### config.mk
export PLATFORM = sky130hd
export DESIGN_NAME = fetch_ctrl_flat
export DESIGN_NICKNAME = d
export VERILOG_FILES = /design/src/rtl/fetch_ctrl_if.sv /design/src/rtl/fetch_ctrl.sv /design/src/flat_wrapper.sv
export SDC_FILE = /design/constraint.sdc
export NUM_CORES = 1
export LEC_CHECK = 0
export BUFFER_PORTS_ARGS = -buffer_cell sky130_fd_sc_hd__buf_2
export CELL_PAD_IN_SITES_DETAIL_PLACEMENT = 1
export CELL_PAD_IN_SITES_GLOBAL_PLACEMENT = 1
export CORE_ASPECT_RATIO = 0.6
export CORE_MARGIN = 2
export CORE_UTILIZATION = 36
export DETAILED_ROUTE_END_ITERATION = 10
export HOLD_SLACK_MARGIN = 0.15
export PLACE_DENSITY_LB_ADDON = 0.1
export SYNTH_ARGS = -nofsm -noshare
export SYNTH_HDL_FRONTEND = slang
export SYNTH_SLANG_ARGS = --single-unit
### constraint.sdc
create_clock -name clk -period 2.4 [get_ports clk]
set_input_delay 0.48 -clock clk [delete_from_list [all_inputs] [get_ports clk]]
set_output_delay 0.48 -clock clk [all_outputs]
set_load 0.01 [all_outputs]
### src/rtl/fetch_ctrl_if.sv
// Pipeline front-end control bundle between the pipeline datapath (master)
// and the fetch/hazard controller (slave).
interface fetch_ctrl_if #(
   parameter int REG_AW = 5,
   parameter int CNT_W  = 16
);
   logic              start;
   logic [5:0]        id_opcode;
   logic [REG_AW-1:0] id_rs;
   logic [REG_AW-1:0] id_rt;
   logic              id_uses_rt;
   logic [5:0]        ex_opcode;
   logic [REG_AW-1:0] ex_rd;
   logic              ex_valid;
   logic              ex_redirect;

   logic              run;
   logic              stall;
   logic              bubble_ex;
   logic              flush_ifid;
   logic              halted;
   logic [CNT_W-1:0]  stall_cnt;
   logic [CNT_W-1:0]  flush_cnt;

   modport master (
      output start, id_opcode, id_rs, id_rt, id_uses_rt,
             ex_opcode, ex_rd, ex_valid, ex_redirect,
      input  run, stall, bubble_ex, flush_ifid, halted, stall_cnt, flush_cnt
   );

   modport slave (
      input  start, id_opcode, id_rs, id_rt, id_uses_rt,
             ex_opcode, ex_rd, ex_valid, ex_redirect,
      output run, stall, bubble_ex, flush_ifid, halted, stall_cnt, flush_cnt
   );
endinterface

### src/rtl/fetch_ctrl.sv
// Front-end sequencer: load-use stall, redirect flush, start/halt/drain FSM
// and saturating stall/flush performance counters.
//
// state    | meaning
// ---------+-------------------------------------------------------------
// S_IDLE   | after reset; fetch held, waiting for start
// S_RUN    | fetching; hazard detection and redirect flushes active
// S_DRAIN  | halt decoded; letting older instructions retire, fetch held
// S_HALTED | pipeline empty; counters held, start resumes RUN
module fetch_ctrl #(
   parameter int          REG_AW    = 5,
   parameter logic [5:0]  LOAD_OP   = 6'b100011,
   parameter logic [5:0]  HALT_OP   = 6'b010001,
   parameter int          DRAIN_CYC = 3,
   parameter int          CNT_W     = 16
) (
   input logic         clk,
   input logic         rst,
   fetch_ctrl_if.slave bus
);
   localparam int DW = (DRAIN_CYC < 2) ? 1 : $clog2(DRAIN_CYC + 1);

   typedef enum logic [1:0] {S_IDLE, S_RUN, S_DRAIN, S_HALTED} state_t;

   state_t            state_q, state_d;
   logic [DW-1:0]     drain_q, drain_d;
   logic [CNT_W-1:0]  stall_cnt_q, flush_cnt_q;

   logic [REG_AW-1:0] ex_rd, id_rs, id_rt;
   logic              load_use;
   logic              halt_dec;
   logic              run, stall, bubble_ex, flush_ifid, halted;

   assign ex_rd = bus.ex_rd;
   assign id_rs = bus.id_rs;
   assign id_rt = bus.id_rt;

   // Register 0 is hardwired, so a load targeting it never creates a hazard.
   assign load_use = bus.ex_valid && (bus.ex_opcode == LOAD_OP) && (ex_rd != '0) &&
                     ((ex_rd == id_rs) || (bus.id_uses_rt && (ex_rd == id_rt)));
   assign halt_dec = (bus.id_opcode == HALT_OP);

   // State and drain-timer registers.
   always_ff @(posedge clk) begin
      if (rst) begin
         state_q <= S_IDLE;
         drain_q <= '0;
      end else begin
         state_q <= state_d;
         drain_q <= drain_d;
      end
   end

   // Next state and pipeline control outputs.
   always_comb begin
      state_d    = state_q;
      drain_d    = drain_q;
      run        = 1'b0;
      stall      = 1'b0;
      bubble_ex  = 1'b0;
      flush_ifid = 1'b0;
      halted     = 1'b0;
      unique case (state_q)
         S_IDLE: begin
            stall = 1'b1;
            if (bus.start) state_d = S_RUN;
         end
         S_RUN: begin
            run = 1'b1;
            if (bus.ex_redirect) begin
               // Younger instructions, including any halt in ID, are wrong-path.
               flush_ifid = 1'b1;
               bubble_ex  = 1'b1;
            end else if (load_use) begin
               // Halt waits behind the stall and is re-evaluated next cycle.
               stall     = 1'b1;
               bubble_ex = 1'b1;
            end else if (halt_dec) begin
               state_d = S_DRAIN;
               drain_d = DW'(DRAIN_CYC);
            end
         end
         S_DRAIN: begin
            stall      = 1'b1;
            flush_ifid = (drain_q == DW'(DRAIN_CYC));
            if (drain_q <= DW'(1)) state_d = S_HALTED;
            else                   drain_d = drain_q - DW'(1);
         end
         S_HALTED: begin
            stall  = 1'b1;
            halted = 1'b1;
            if (bus.start) state_d = S_RUN;
         end
         default: state_d = S_IDLE;
      endcase
   end

   // Saturating performance counters, only counting RUN-state events.
   always_ff @(posedge clk) begin
      if (rst) begin
         stall_cnt_q <= '0;
         flush_cnt_q <= '0;
      end else begin
         if (state_q == S_RUN && stall && stall_cnt_q != '1)
            stall_cnt_q <= stall_cnt_q + CNT_W'(1);
         if (state_q == S_RUN && bus.ex_redirect && flush_cnt_q != '1)
            flush_cnt_q <= flush_cnt_q + CNT_W'(1);
      end
   end

   assign bus.run        = run;
   assign bus.stall      = stall;
   assign bus.bubble_ex  = bubble_ex;
   assign bus.flush_ifid = flush_ifid;
   assign bus.halted     = halted;
   assign bus.stall_cnt  = stall_cnt_q;
   assign bus.flush_cnt  = flush_cnt_q;
endmodule

### src/flat_wrapper.sv
// flat-port wrapper written by rule: the top's interface ports become plain ports
module fetch_ctrl_flat 
#(
   parameter int          REG_AW    = 5,
   parameter logic [5:0]  LOAD_OP   = 6'b100011,
   parameter logic [5:0]  HALT_OP   = 6'b010001,
   parameter int          DRAIN_CYC = 3,
   parameter int          CNT_W     = 16
)
  (clk, rst, bus_start, bus_id_opcode, bus_id_rs, bus_id_rt, bus_id_uses_rt, bus_ex_opcode, bus_ex_rd, bus_ex_valid, bus_ex_redirect, bus_run, bus_stall, bus_bubble_ex, bus_flush_ifid, bus_halted, bus_stall_cnt, bus_flush_cnt);
  fetch_ctrl_if #(.REG_AW(REG_AW), .CNT_W(CNT_W)) bus_i ();
  input logic clk;
  input logic rst;
  input wire logic [$bits(bus_i.start)-1:0] bus_start;
  input wire logic [$bits(bus_i.id_opcode)-1:0] bus_id_opcode;
  input wire logic [$bits(bus_i.id_rs)-1:0] bus_id_rs;
  input wire logic [$bits(bus_i.id_rt)-1:0] bus_id_rt;
  input wire logic [$bits(bus_i.id_uses_rt)-1:0] bus_id_uses_rt;
  input wire logic [$bits(bus_i.ex_opcode)-1:0] bus_ex_opcode;
  input wire logic [$bits(bus_i.ex_rd)-1:0] bus_ex_rd;
  input wire logic [$bits(bus_i.ex_valid)-1:0] bus_ex_valid;
  input wire logic [$bits(bus_i.ex_redirect)-1:0] bus_ex_redirect;
  output wire logic [$bits(bus_i.run)-1:0] bus_run;
  output wire logic [$bits(bus_i.stall)-1:0] bus_stall;
  output wire logic [$bits(bus_i.bubble_ex)-1:0] bus_bubble_ex;
  output wire logic [$bits(bus_i.flush_ifid)-1:0] bus_flush_ifid;
  output wire logic [$bits(bus_i.halted)-1:0] bus_halted;
  output wire logic [$bits(bus_i.stall_cnt)-1:0] bus_stall_cnt;
  output wire logic [$bits(bus_i.flush_cnt)-1:0] bus_flush_cnt;
  assign bus_i.start = bus_start;
  assign bus_i.id_opcode = bus_id_opcode;
  assign bus_i.id_rs = bus_id_rs;
  assign bus_i.id_rt = bus_id_rt;
  assign bus_i.id_uses_rt = bus_id_uses_rt;
  assign bus_i.ex_opcode = bus_ex_opcode;
  assign bus_i.ex_rd = bus_ex_rd;
  assign bus_i.ex_valid = bus_ex_valid;
  assign bus_i.ex_redirect = bus_ex_redirect;
  assign bus_run = bus_i.run;
  assign bus_stall = bus_i.stall;
  assign bus_bubble_ex = bus_i.bubble_ex;
  assign bus_flush_ifid = bus_i.flush_ifid;
  assign bus_halted = bus_i.halted;
  assign bus_stall_cnt = bus_i.stall_cnt;
  assign bus_flush_cnt = bus_i.flush_cnt;
  fetch_ctrl #(.REG_AW(REG_AW), .LOAD_OP(LOAD_OP), .HALT_OP(HALT_OP), .DRAIN_CYC(DRAIN_CYC), .CNT_W(CNT_W)) u_core (.clk(clk), .rst(rst), .bus(bus_i));
endmodule
==> results of run 1 <==
routing by layer:
layer | routed length (um) | share of wire (%) | global-route usage (%)
met5 | 0 | 0 | 0
met4 | 33 | 0.59 | 3.52
met3 | 217 | 3.9 | 3.97
met2 | 2430 | 43 | 30.5
met1 | 2920 | 52 | 28.1
power by group through the flow:
stage / sequential [mW] / combinational, mW / clock (mW)
floorplan: 0.706 / 0.338 / 0
global placement: 0.713 / 0.513 / 0
detailed placement: 0.716 / 0.523 / 0
CTS: 0.702 / 0.527 / 0.481
global route: 0.713 / 0.597 / 0.511
finish: 0.702 / 0.531 / 0.465
flip-flops by register name, summed over array words and instances (netlist names):
register,count
u_core.bus.flush_cnt,16
u_core.bus.stall_cnt,16
u_core.drain_q,2
u_core.state_q,2
cell type report:
class	instances	area, sq um	area share (%)
Clock inverter	1	7.51	0.300
Sequential cell	36	721	28.8
Clock buffer	7	86.3	3.46
Timing Repair Buffer	72	380	15.2
Tap cell	66	82.6	3.30
Multi-Input combinational cell	182	1180	47.2
Inverter	11	41.3	1.65
cells in the final DEF, fill, tap and decap left out, drive strengths merged, types with 2 or more instances in the layout:
cell type / n
a211oi: 2
a21oi: 21
and3: 3
and4: 5
buf: 72
clkbuf: 7
dfxtp: 36
ha: 8
inv: 11
mux2i: 2
nand2: 12
nand3: 16
nand4: 8
nor2: 17
nor3: 3
nor4: 4
o2111ai: 2
o21ai: 19
o31ai: 8
or3: 11
or3b: 2
or4: 7
xnor2: 3
xor2: 17
logic make-up after synthesis:
logic type               synth area share (%)
adder cells (fa/ha/maj)                  5.06
buffers and inverters                    3.86
AND/OR/NAND/NOR                          26.3
XOR/XNOR                                 8.86
AO/OA/AOI/OAI                            17.8
flip-flops                               36.5
multiplexers                             1.58
cells in the mapped netlist:
master	number
sky130_fd_sc_hd__a211oi_1	1
sky130_fd_sc_hd__a211oi_2	1
sky130_fd_sc_hd__a21oi_1	21
sky130_fd_sc_hd__a221oi_1	1
sky130_fd_sc_hd__a32oi_1	1
sky130_fd_sc_hd__and3_1	3
sky130_fd_sc_hd__and4_1	5
sky130_fd_sc_hd__buf_2	4
sky130_fd_sc_hd__clkbuf_1	4
sky130_fd_sc_hd__dfxtp_1	36
sky130_fd_sc_hd__ha_1	8
sky130_fd_sc_hd__inv_1	11
sky130_fd_sc_hd__mux2_2	1
sky130_fd_sc_hd__mux2i_1	2
sky130_fd_sc_hd__nand2_1	12
sky130_fd_sc_hd__nand3_1	16
sky130_fd_sc_hd__nand3b_1	1
sky130_fd_sc_hd__nand4_1	8
sky130_fd_sc_hd__nand4b_1	1
sky130_fd_sc_hd__nor2_1	17
sky130_fd_sc_hd__nor2b_1	1
sky130_fd_sc_hd__nor3_1	3
sky130_fd_sc_hd__nor4_1	4
sky130_fd_sc_hd__o2111ai_1	2
sky130_fd_sc_hd__o21ai_0	19
sky130_fd_sc_hd__o21ba_2	1
sky130_fd_sc_hd__o22a_1	1
sky130_fd_sc_hd__o311a_1	1
sky130_fd_sc_hd__o31a_1	1
sky130_fd_sc_hd__o31ai_1	8
sky130_fd_sc_hd__or2b_1	1
sky130_fd_sc_hd__or3_1	11
sky130_fd_sc_hd__or3b_1	1
sky130_fd_sc_hd__or3b_2	1
sky130_fd_sc_hd__or4_1	7
sky130_fd_sc_hd__or4b_1	1
sky130_fd_sc_hd__xnor2_1	3
sky130_fd_sc_hd__xor2_1	17
worst min-delay path by stage:
| stage | cells after the start | from | to |
|---|---|---|---|
| after floorplan | 2 | u_core.state_q[1] | u_core.state_q[1] |
| after global placement | 2 | u_core.bus.stall_cnt[5] | u_core.bus.stall_cnt[5] |
| after detailed placement | 2 | u_core.bus.stall_cnt[5] | u_core.bus.stall_cnt[5] |
| after CTS | 2 | u_core.bus.stall_cnt[5] | u_core.bus.stall_cnt[5] |
| after global routing | 2 | u_core.bus.stall_cnt[5] | u_core.bus.stall_cnt[5] |
| final | 2 | u_core.bus.stall_cnt[14] | u_core.bus.stall_cnt[14] |
metrics by stage:
stage	util [%]	setup TNS (ns)	area [sq um]	setup WS, ns
after floorplan	-	0	1980	0.246
after global placement	46.4	0	2400	0.0231
after detailed placement	46.4	-0.227	2400	-0.0620
after CTS	48.2	0	2500	0.129
after global routing	48.2	0	2500	0.00423
final	48.2	0	2500	0.151
critical path, delay by kind of cell:
family | cells | cell delay, ns
AOI/OAI and AO/OA | 2 | 0.33
xor gates and xnor gates | 1 | 0.16
and+or+nand+nor | 2 | 0.54
buffers and inverters | 2 | 0.27
==> flow_summary.rst, run 1 <==
.. list-table::
   :header-rows: 1

   * - Metric
     - Value
   * - Skew-Pair Late Insertion Delay
     - 0.29 ns
   * - Number of pins exceeding their max-slew limit in the final report
     - 0
   * - Hold-fix buffer count after cts
     - 0
   * - Number of vias per cell
     - between 5 and 6
   * - P_sw
     - slightly above 0.6 mW
   * - Core ar.
     - 5180 sq um
   * - Count of endpoints failing hold in the final timing report
     - 0
   * - Fraction of final layout cells with drive strength greater than 1
     - 26.9%
   * - Slew Limit Headroom
     - 52.7%
   * - Slowest Stage Delay on Critical Path
     - between 0.2 and 0.3 ns
   * - Power Density
     - 680 nW/um^2
   * - Post-CTS setup buffers
     - 0
   * - WS Path Type
     - input port to output port
   * - Endpoint class of the critical path
     - output port
   * - Clock network fraction of total power
     - between 20% and 30%
   * - Die height
     - a little over 60 um
   * - Portion of synthesized cell area occupied by the leading cell type
     - between 30% and 40%
   * - Net total in the final layout
     - 349
   * - Site Rows
     - 20
   * - Average cell area after synthesis
     - between 8 and 9 sq um
   * - Horizontal die dimension
     - 99.7 um
   * - Number of antenna repair diodes
     - 0
   * - Beginning of the worst register-to-register path
     - u_core.state_q[1]
   * - Detail Route Antenna Nets
     - 0
   * - Internal portion of total power
     - 1.09 mW
   * - Initial antenna violation count
     - 0
   * - Worst-case clock buffer depth
     - 2
   * - Critical path capture point
     - bus_bubble_ex
   * - Master cell of the clock root buffer
     - sky130_fd_sc_hd__clkbuf_8
   * - Number of DRC violations after detailed-routing iteration 0
     - between 70 and 80
   * - Fill cell count
     - ~650
   * - Static leakage
     - 1.04 nW
   * - Peak supply drop
     - 245 uV
   * - Number of cells in the design after placement
     - 367
   * - Power, Total
     - around 1.7 mW
   * - Slowest stage cell, crit path
     - sky130_fd_sc_hd__or2b_1
   * - Reg power frac
     - 41.3%
   * - Unique cell type count in the Yosys netlist
     - 38
   * - Global placer's final weighted congestion
     - 0.752
   * - Final routed DRC violation total
     - 0
   * - Min cycle time layout
     - around 2.2 ns
   * - Yosys warns
     - 0
   * - Max Freq
     - between 400 and 500 MHz
   * - Number of cells upsized or downsized after cts
     - 0
   * - Estimated wirelength of the detail-placed design
     - 4140 um
   * - Total Die Area
     - just over 6000 sq um
   * - Number of nets produced by synthesis
     - about 280
   * - Leftover overflow at the end of global routing
     - 0
   * - Fraction of power spent switching nets
     - 35.7%
   * - Total of flip-flops plus latches after synthesis
     - 36
   * - Pin slew with the least headroom to its limit
     - 0.710 ns
   * - Wire length per cell after detailed routing
     - 14.9 um
   * - Worst r2r dst
     - u_core.bus.flush_cnt[15]
   * - Setup repair after global routing missed its margin
     - no
   * - Reg clk slew, reported paths
     - 0.08 ns
   * - Min Hold Slack
     - 0.501 ns
   * - Layout Cells excl Fill
     - roughly 380
   * - Run status
     - completed
   * - CTS tree
     - yes
   * - CTS H-tree depth
     - 2
   * - Cell type contributing the most total cell area after synthesis
     - sky130_fd_sc_hd__dfxtp_1
   * - Routed WL
     - 5600 um
   * - Chain of cells forming the critical path
     - buf_2 > xor2_1 > nor4_1 > a32oi_1 > or2b_1 > a21oi_1 > buf_2
   * - First-pass DRT Iterations
     - 4
   * - Syn Inst Count
     - 237
   * - Reg-to-reg setup timing slack
     - 0.30 ns
   * - Count of port buffers added during placement
     - 69
   * - Number of failing setup endpoints in the final timing report
     - 0
   * - MaxCap Viol Count
     - 0
   * - Inserted Clock Buffers
     - 5
   * - Worst Path Required
     - between 1.5 and 2 ns
   * - Area contributors post-synth
     - sky130_fd_sc_hd__dfxtp_1 (36%), sky130_fd_sc_hd__xor2_1 (7.5%), sky130_fd_sc_hd__a21oi_1 (5.3%)
   * - Count of pins on the block boundary
     - 70
   * - Sinks on the clock net
     - 36
   * - Vias
     - 2013
   * - Fin crit share
     - 93.7%
   * - First-pass GRT wire length
     - 9290 um
   * - Starting density of the core
     - 38.2%
   * - Critical path peak fanout
     - 4
   * - Overall Global Routing Usage
     - 19.4%
   * - Arrival @ worst endpoint
     - 1.77 ns
   * - Area added between synthesis and finish
     - 26.4%
   * - Most used cell, CP
     - sky130_fd_sc_hd__buf_2
   * - Part of the power in combinational logic
     - 31.3%
   * - Vias in the first global route
     - 1858
   * - Clock tree skew after final layout
     - around 0.011 ns
   * - Startpoint kind of the worst setup timing path
     - input port
   * - Largest net degree at the start of global routing
     - 39
   * - Cell area after synthesis
     - 1980 sq um
   * - Worst r2r path cells
     - 6
   * - Start point of the critical path
     - bus_ex_rd[1]
   * - Sequential area share after synthesis
     - a little over a third
   * - Hold Path Class
     - flop to flop
(Power assumes the default switching activity.)
==> run 2, diff against run 1 <==
--- a/config.mk
+++ b/config.mk
@@ -5,15 +5,17 @@
 export SDC_FILE = /design/constraint.sdc
 export NUM_CORES = 1
 export LEC_CHECK = 0
+export ABC_AREA = 1
 export BUFFER_PORTS_ARGS = -buffer_cell sky130_fd_sc_hd__buf_2
 export CELL_PAD_IN_SITES_DETAIL_PLACEMENT = 1
 export CELL_PAD_IN_SITES_GLOBAL_PLACEMENT = 1
 export CORE_ASPECT_RATIO = 0.6
 export CORE_MARGIN = 2
-export CORE_UTILIZATION = 36
+export CORE_UTILIZATION = 32
 export DETAILED_ROUTE_END_ITERATION = 10
 export HOLD_SLACK_MARGIN = 0.15
 export PLACE_DENSITY_LB_ADDON = 0.1
+export SLEW_MARGIN = 25
 export SYNTH_ARGS = -nofsm -noshare
 export SYNTH_HDL_FRONTEND = slang
 export SYNTH_SLANG_ARGS = --single-unit
==> constraint.sdc (replaced) <==
create_clock -name clk -period 1.8 [get_ports clk]
set_input_delay 0.36 -clock clk [delete_from_list [all_inputs] [get_ports clk]]
set_output_delay 0.36 -clock clk [all_outputs]
set_load 0.01 [all_outputs]
==> run 2 against run 1 <==
Routed wire length up 44%. Clock skew down 0.0051 ns. Flip-flop and latch count unchanged. Hold slack worse by 0.079 ns.
==> flow_summary.rst, run 2 <==
.. list-table::
   :header-rows: 1

   * - Metric
     - Value
   * - Max Freq
     - 593 MHz
   * - Area added between synthesis and finish
     - 36.2% (was 26.4%)
   * - Most frequent cells in the layout
     - sky130_fd_sc_hd__nand2_1 (114), sky130_fd_sc_hd__buf_2 (69), sky130_fd_sc_hd__inv_1 (66), sky130_fd_sc_hd__nor2_1 (58), sky130_fd_sc_hd__dfxtp_1 (30) (was sky130_fd_sc_hd__buf_2 (69), sky130_fd_sc_hd__dfxtp_1 (36), sky130_fd_sc_hd__a21oi_1 (21), sky130_fd_sc_hd__o21ai_0 (18))
   * - Number of nets produced by synthesis
     - 445 (was 278)
   * - Part of the power in combinational logic
     - 42.5% (was 31.3%)
   * - Pin slew with the least headroom to its limit
     - 0.573 ns (was 0.710 ns)
   * - Fill cell count
     - 1015 (was 653)
   * - Clock network fraction of total power
     - 25.7% (was 27.4%)
   * - Slowest Stage Delay on Critical Path
     - 0.41 ns (was 0.28 ns)
   * - WS Path Type
     - flop to output port (was input port to output port)
   * - Skew-Pair Late Insertion Delay
     - 0.28 ns (was 0.29 ns)
   * - Power Density
     - 1010 nW/um^2 (was 680 nW/um^2)
   * - Total Die Area
     - 8440 sq um (was 6120 sq um)
   * - Number of vias per cell
     - 4.65 (was 5.37)
   * - Fraction of power spent switching nets
     - 39.8% (was 35.7%)
   * - Slew Limit Headroom
     - 61.8% (was 52.7%)
   * - Synth cell count leaders
     - sky130_fd_sc_hd__nand2_1 (116), sky130_fd_sc_hd__inv_1 (67), sky130_fd_sc_hd__nor2_1 (60) (was sky130_fd_sc_hd__dfxtp_1 (36), sky130_fd_sc_hd__a21oi_1 (21), sky130_fd_sc_hd__o21ai_0 (19))
   * - Most common cell after layout, fill and taps aside
     - sky130_fd_sc_hd__nand2_1 (was sky130_fd_sc_hd__buf_2)
   * - Wire length per cell after detailed routing
     - 13.3 um (was 14.9 um)
   * - Starting density of the core
     - 33.5% (was 38.2%)
   * - Count of endpoints failing hold in the final timing report
     - 0 (unchanged)
   * - Arrival @ worst endpoint
     - 1.33 ns (was 1.77 ns)
   * - Cell with the most instances after synthesis
     - sky130_fd_sc_hd__nand2_1 (was sky130_fd_sc_hd__dfxtp_1)
   * - Number of pins exceeding their max-slew limit in the final report
     - 0 (unchanged)
   * - Largest net degree at the start of global routing
     - 16 (was 39)
   * - Leading register cell type out of synthesis
     - sky130_fd_sc_hd__dfxtp_1 (unchanged)
   * - Count of port buffers added during placement
     - 69 (unchanged)
   * - Number of antenna repair diodes
     - 0 (unchanged)
   * - Global placer's final weighted congestion
     - 0.808 (was 0.752)
   * - P_sw
     - 1.35 mW (was 0.606 mW)
   * - First-pass DRT Iterations
     - 4 (unchanged)
   * - Synthesized-area fraction occupied by adder cells
     - 4.07% (was 5.06%)
   * - Fin crit share
     - a little over nine tenths
   * - Power, Total
     - 3.40 mW (was 1.70 mW)
   * - Routed WL
     - 8080 um (was 5600 um)
   * - Final routed DRC violation total
     - 0 (unchanged)
   * - First-pass GRT wire length
     - 13100 um (was 9290 um)
   * - Count of pins on the block boundary
     - 70 (unchanged)
   * - Setup ws final
     - 0.114 ns (was 0.151 ns)
   * - Site Rows
     - 24 (was 20)
   * - Horizontal die dimension
     - 117 um (was 99.7 um)
   * - Cell type contributing the most total cell area after synthesis
     - sky130_fd_sc_hd__dfxtp_1 (unchanged)
   * - Sum of buffers and inverters on the critical path
     - 2 (unchanged)
   * - Core ar.
     - 7360 sq um (was 5180 sq um)
   * - Unique cell type count in the Yosys netlist
     - 30 (was 38)
   * - Endpoint class of the critical path
     - output port (unchanged)
   * - Overall Global Routing Usage
     - 19.6% (was 19.4%)
   * - Vias in the first global route
     - 2709 (was 1858)
   * - Fraction of final layout cells with drive strength greater than 1
     - 27.5% (was 26.9%)
   * - Min cycle time layout
     - ~1.7 ns
   * - Hold Path Class
     - input port to flop (was flop to flop)
   * - Syn Inst Count
     - 404 (was 237)
   * - CTS tree
     - yes (unchanged)
   * - Share of synthesized cell area in and, or, nand and nor gates
     - 43.4% (was 26.3%)
   * - Reg power frac
     - 31.9% (was 41.3%)
   * - Layout Cells excl Fill
     - 606 (was 375)
   * - Hold-fix buffer count after cts
     - 0 (unchanged)
   * - Cell area after synthesis
     - 2460 sq um (was 1980 sq um)
   * - Sequential area share after synthesis
     - 29.3% (was 36.5%)
   * - Worst Path Required
     - 1.44 ns (was 1.92 ns)
   * - Number of enable-type register cells in the synthesized netlist
     - 0 (unchanged)
   * - Average cell area after synthesis
     - 6.09 sq um (was 8.34 sq um)
   * - Number of DRC violations after detailed-routing iteration 0
     - 133 (was 78)
   * - Main combinational cell family by area after synthesis
     - simple AND/OR/NAND/NOR gates (unchanged)
   * - Estimated wirelength of the detail-placed design
     - 6160 um (was 4140 um)
   * - Initial antenna violation count
     - 0 (unchanged)
   * - Internal portion of total power
     - 2.05 mW (was 1.09 mW)
   * - Net total in the final layout
     - 542 (was 349)
   * - CTS H-tree depth
     - 2 (unchanged)
   * - Reg clk slew, reported paths
     - 0.06 ns (was 0.08 ns)
   * - Xor and xnor area share after synthesis
     - 4.62% (was 8.86%)
   * - Final-layout setup total negative slack
     - 0 ns (unchanged)
   * - Source of the worst hold timing path
     - rst (was u_core.bus.stall_cnt[14])
   * - Sinks on the clock net
     - 36 (unchanged)
   * - Leftover overflow at the end of global routing
     - 0 (unchanged)
   * - Area contributors post-synth
     - sky130_fd_sc_hd__dfxtp_1 (29%), sky130_fd_sc_hd__nand2_1 (18%), sky130_fd_sc_hd__inv_1 (10%) (was sky130_fd_sc_hd__dfxtp_1 (36%), sky130_fd_sc_hd__xor2_1 (7.5%), sky130_fd_sc_hd__a21oi_1 (5.3%))
   * - Run status
     - completed (unchanged)
   * - Critical path peak fanout
     - 5 (was 4)
   * - Slowest stage cell, crit path
     - sky130_fd_sc_hd__dfxtp_1 (was sky130_fd_sc_hd__or2b_1)
   * - Beginning of the worst register-to-register path
     - u_core.bus.stall_cnt[0] (was u_core.state_q[1])
   * - Share of synthesized area spent on multiplexers
     - 0% (was 1.58%)
   * - Total of flip-flops plus latches after synthesis
     - 36 (unchanged)
   * - Yosys warns
     - 0 (unchanged)
   * - Compound-Gate Fraction of Synth Area
     - 5.08% (was 17.8%)
   * - Clock tree skew after final layout
     - 0.00598 ns (was 0.0111 ns)
   * - Master cell of the clock root buffer
     - sky130_fd_sc_hd__clkbuf_16 (was sky130_fd_sc_hd__clkbuf_8)
   * - Vias
     - 2819 (was 2013)
   * - Startpoint kind of the worst setup timing path
     - flop (was input port)
   * - Start point of the critical path
     - u_core.state_q[1] (was bus_ex_rd[1])
   * - Static leakage
     - 1.67 nW (was 1.04 nW)
   * - Detail Route Antenna Nets
     - 0 (unchanged)
   * - Cell class contributing the biggest share of worst-path delay
     - flip-flops (was simple AND/OR/NAND/NOR gates)
   * - Worst slack at placement
     - 0.0298 ns (was -0.0620 ns)
   * - Inserted Clock Buffers
     - 5 (unchanged)
   * - Share of flip-flops with an asynchronous set or reset
     - 0% (unchanged)
   * - Die height
     - 72.0 um (was 61.4 um)
   * - Peak supply drop
     - 561 uV (was 245 uV)
   * - Chain of cells forming the critical path
     - inv_2 > ha_4 > nand2_2 > nand2_1 > buf_2 (was buf_2 > xor2_1 > nor4_1 > a32oi_1 > or2b_1 > a21oi_1 > buf_2)
   * - Number of cells in the design after placement
     - 590 (was 367)
   * - Worst-case clock buffer depth
     - 2 (unchanged)
   * - Number of failing setup endpoints in the final timing report
     - 0 (unchanged)
   * - MaxCap Viol Count
     - 0 (unchanged)
   * - Portion of synthesized cell area occupied by the leading cell type
     - 29.3% (was 36.5%)
-- run 2: logic make-up after synthesis --
kind of cell               after synthesis
and+or+nand+nor                        244
buffers and inverters                   79
DFF                                     36
AOI/OAI and AO/OA                       24
xor gates and xnor gates                13
adders and majority gates                8
-- run 2: stage by stage --
stage,area [sq um],utilization [%],hold WS (ns)
floorplan,2460,-,0.499
global placement,3030,41.2,0.475
detailed placement,3030,41.2,0.495
CTS,3210,43.6,0.424
global route,3350,45.6,0.442
finish,3350,45.6,0.422
-- run 2: metal layers --
layer | wire length (um) | track usage [%] | vias to the layer above
li1 | - | - | 1452
met1 | 4250 | 29.6 | 1308
met3 | 378 | 3.51 | 7
met2 | 3390 | 29.2 | 52
met4 | 56 | 3.53 | 0
met5 | 0 | 0 | -
-- run 2: final timing paths --
check,endpoint,slack [ns],depth (start not counted)
setup / recovery,bus_bubble_ex,0.11,5
hold / removal,u_core.bus.stall_cnt[3],0.42,3
setup reg to reg,u_core.bus.stall_cnt[13],0.13,11
hold reg to reg,u_core.bus.flush_cnt[4],0.50,2
-- run 2: layout make-up --
type | instances | area (sq um) | area share [%]
Inverter | 70 | 265 | 7.91
Sequential cell | 36 | 731 | 21.8
Multi-Input combinational cell | 290 | 1520 | 45.2
Timing Repair Buffer | 98 | 567 | 16.9
Tap cell | 104 | 130 | 3.88
Clock buffer | 5 | 125 | 3.73
Clock inverter | 3 | 18.8 | 0.559
-- run 2: power by group through the flow --
| stage | registers (mW) | clock network [mW] | logic (mW) |
|---|---|---|---|
| 3_5_place_dp | 1.06 | 0 | 1.24 |
| 2_1_floorplan | 1.09 | 0 | 0.791 |
| 6_report | 1.08 | 0.873 | 1.45 |
| 3_3_place_gp | 1.05 | 0 | 1.19 |
| 4_1_cts | 1.05 | 0.896 | 1.29 |
| 5_1_grt | 1.10 | 0.932 | 1.62 |
-- run 2: repair_timing --
action,in CTS,in global routing
setup endpoints to repair,2,25
setup buffers,2,5
pin swaps,0,4
gates cloned,0,1
gates resized for setup,4,26
-- run 2: worst register-to-register path, delay by kind of cell (launching register included) --
| kind | cells | cell delay, ns |
|---|---|---|
| flops | 1 | 0.36 |
| buf+inv | 3 | 0.27 |
| simple gates | 8 | 0.98 |
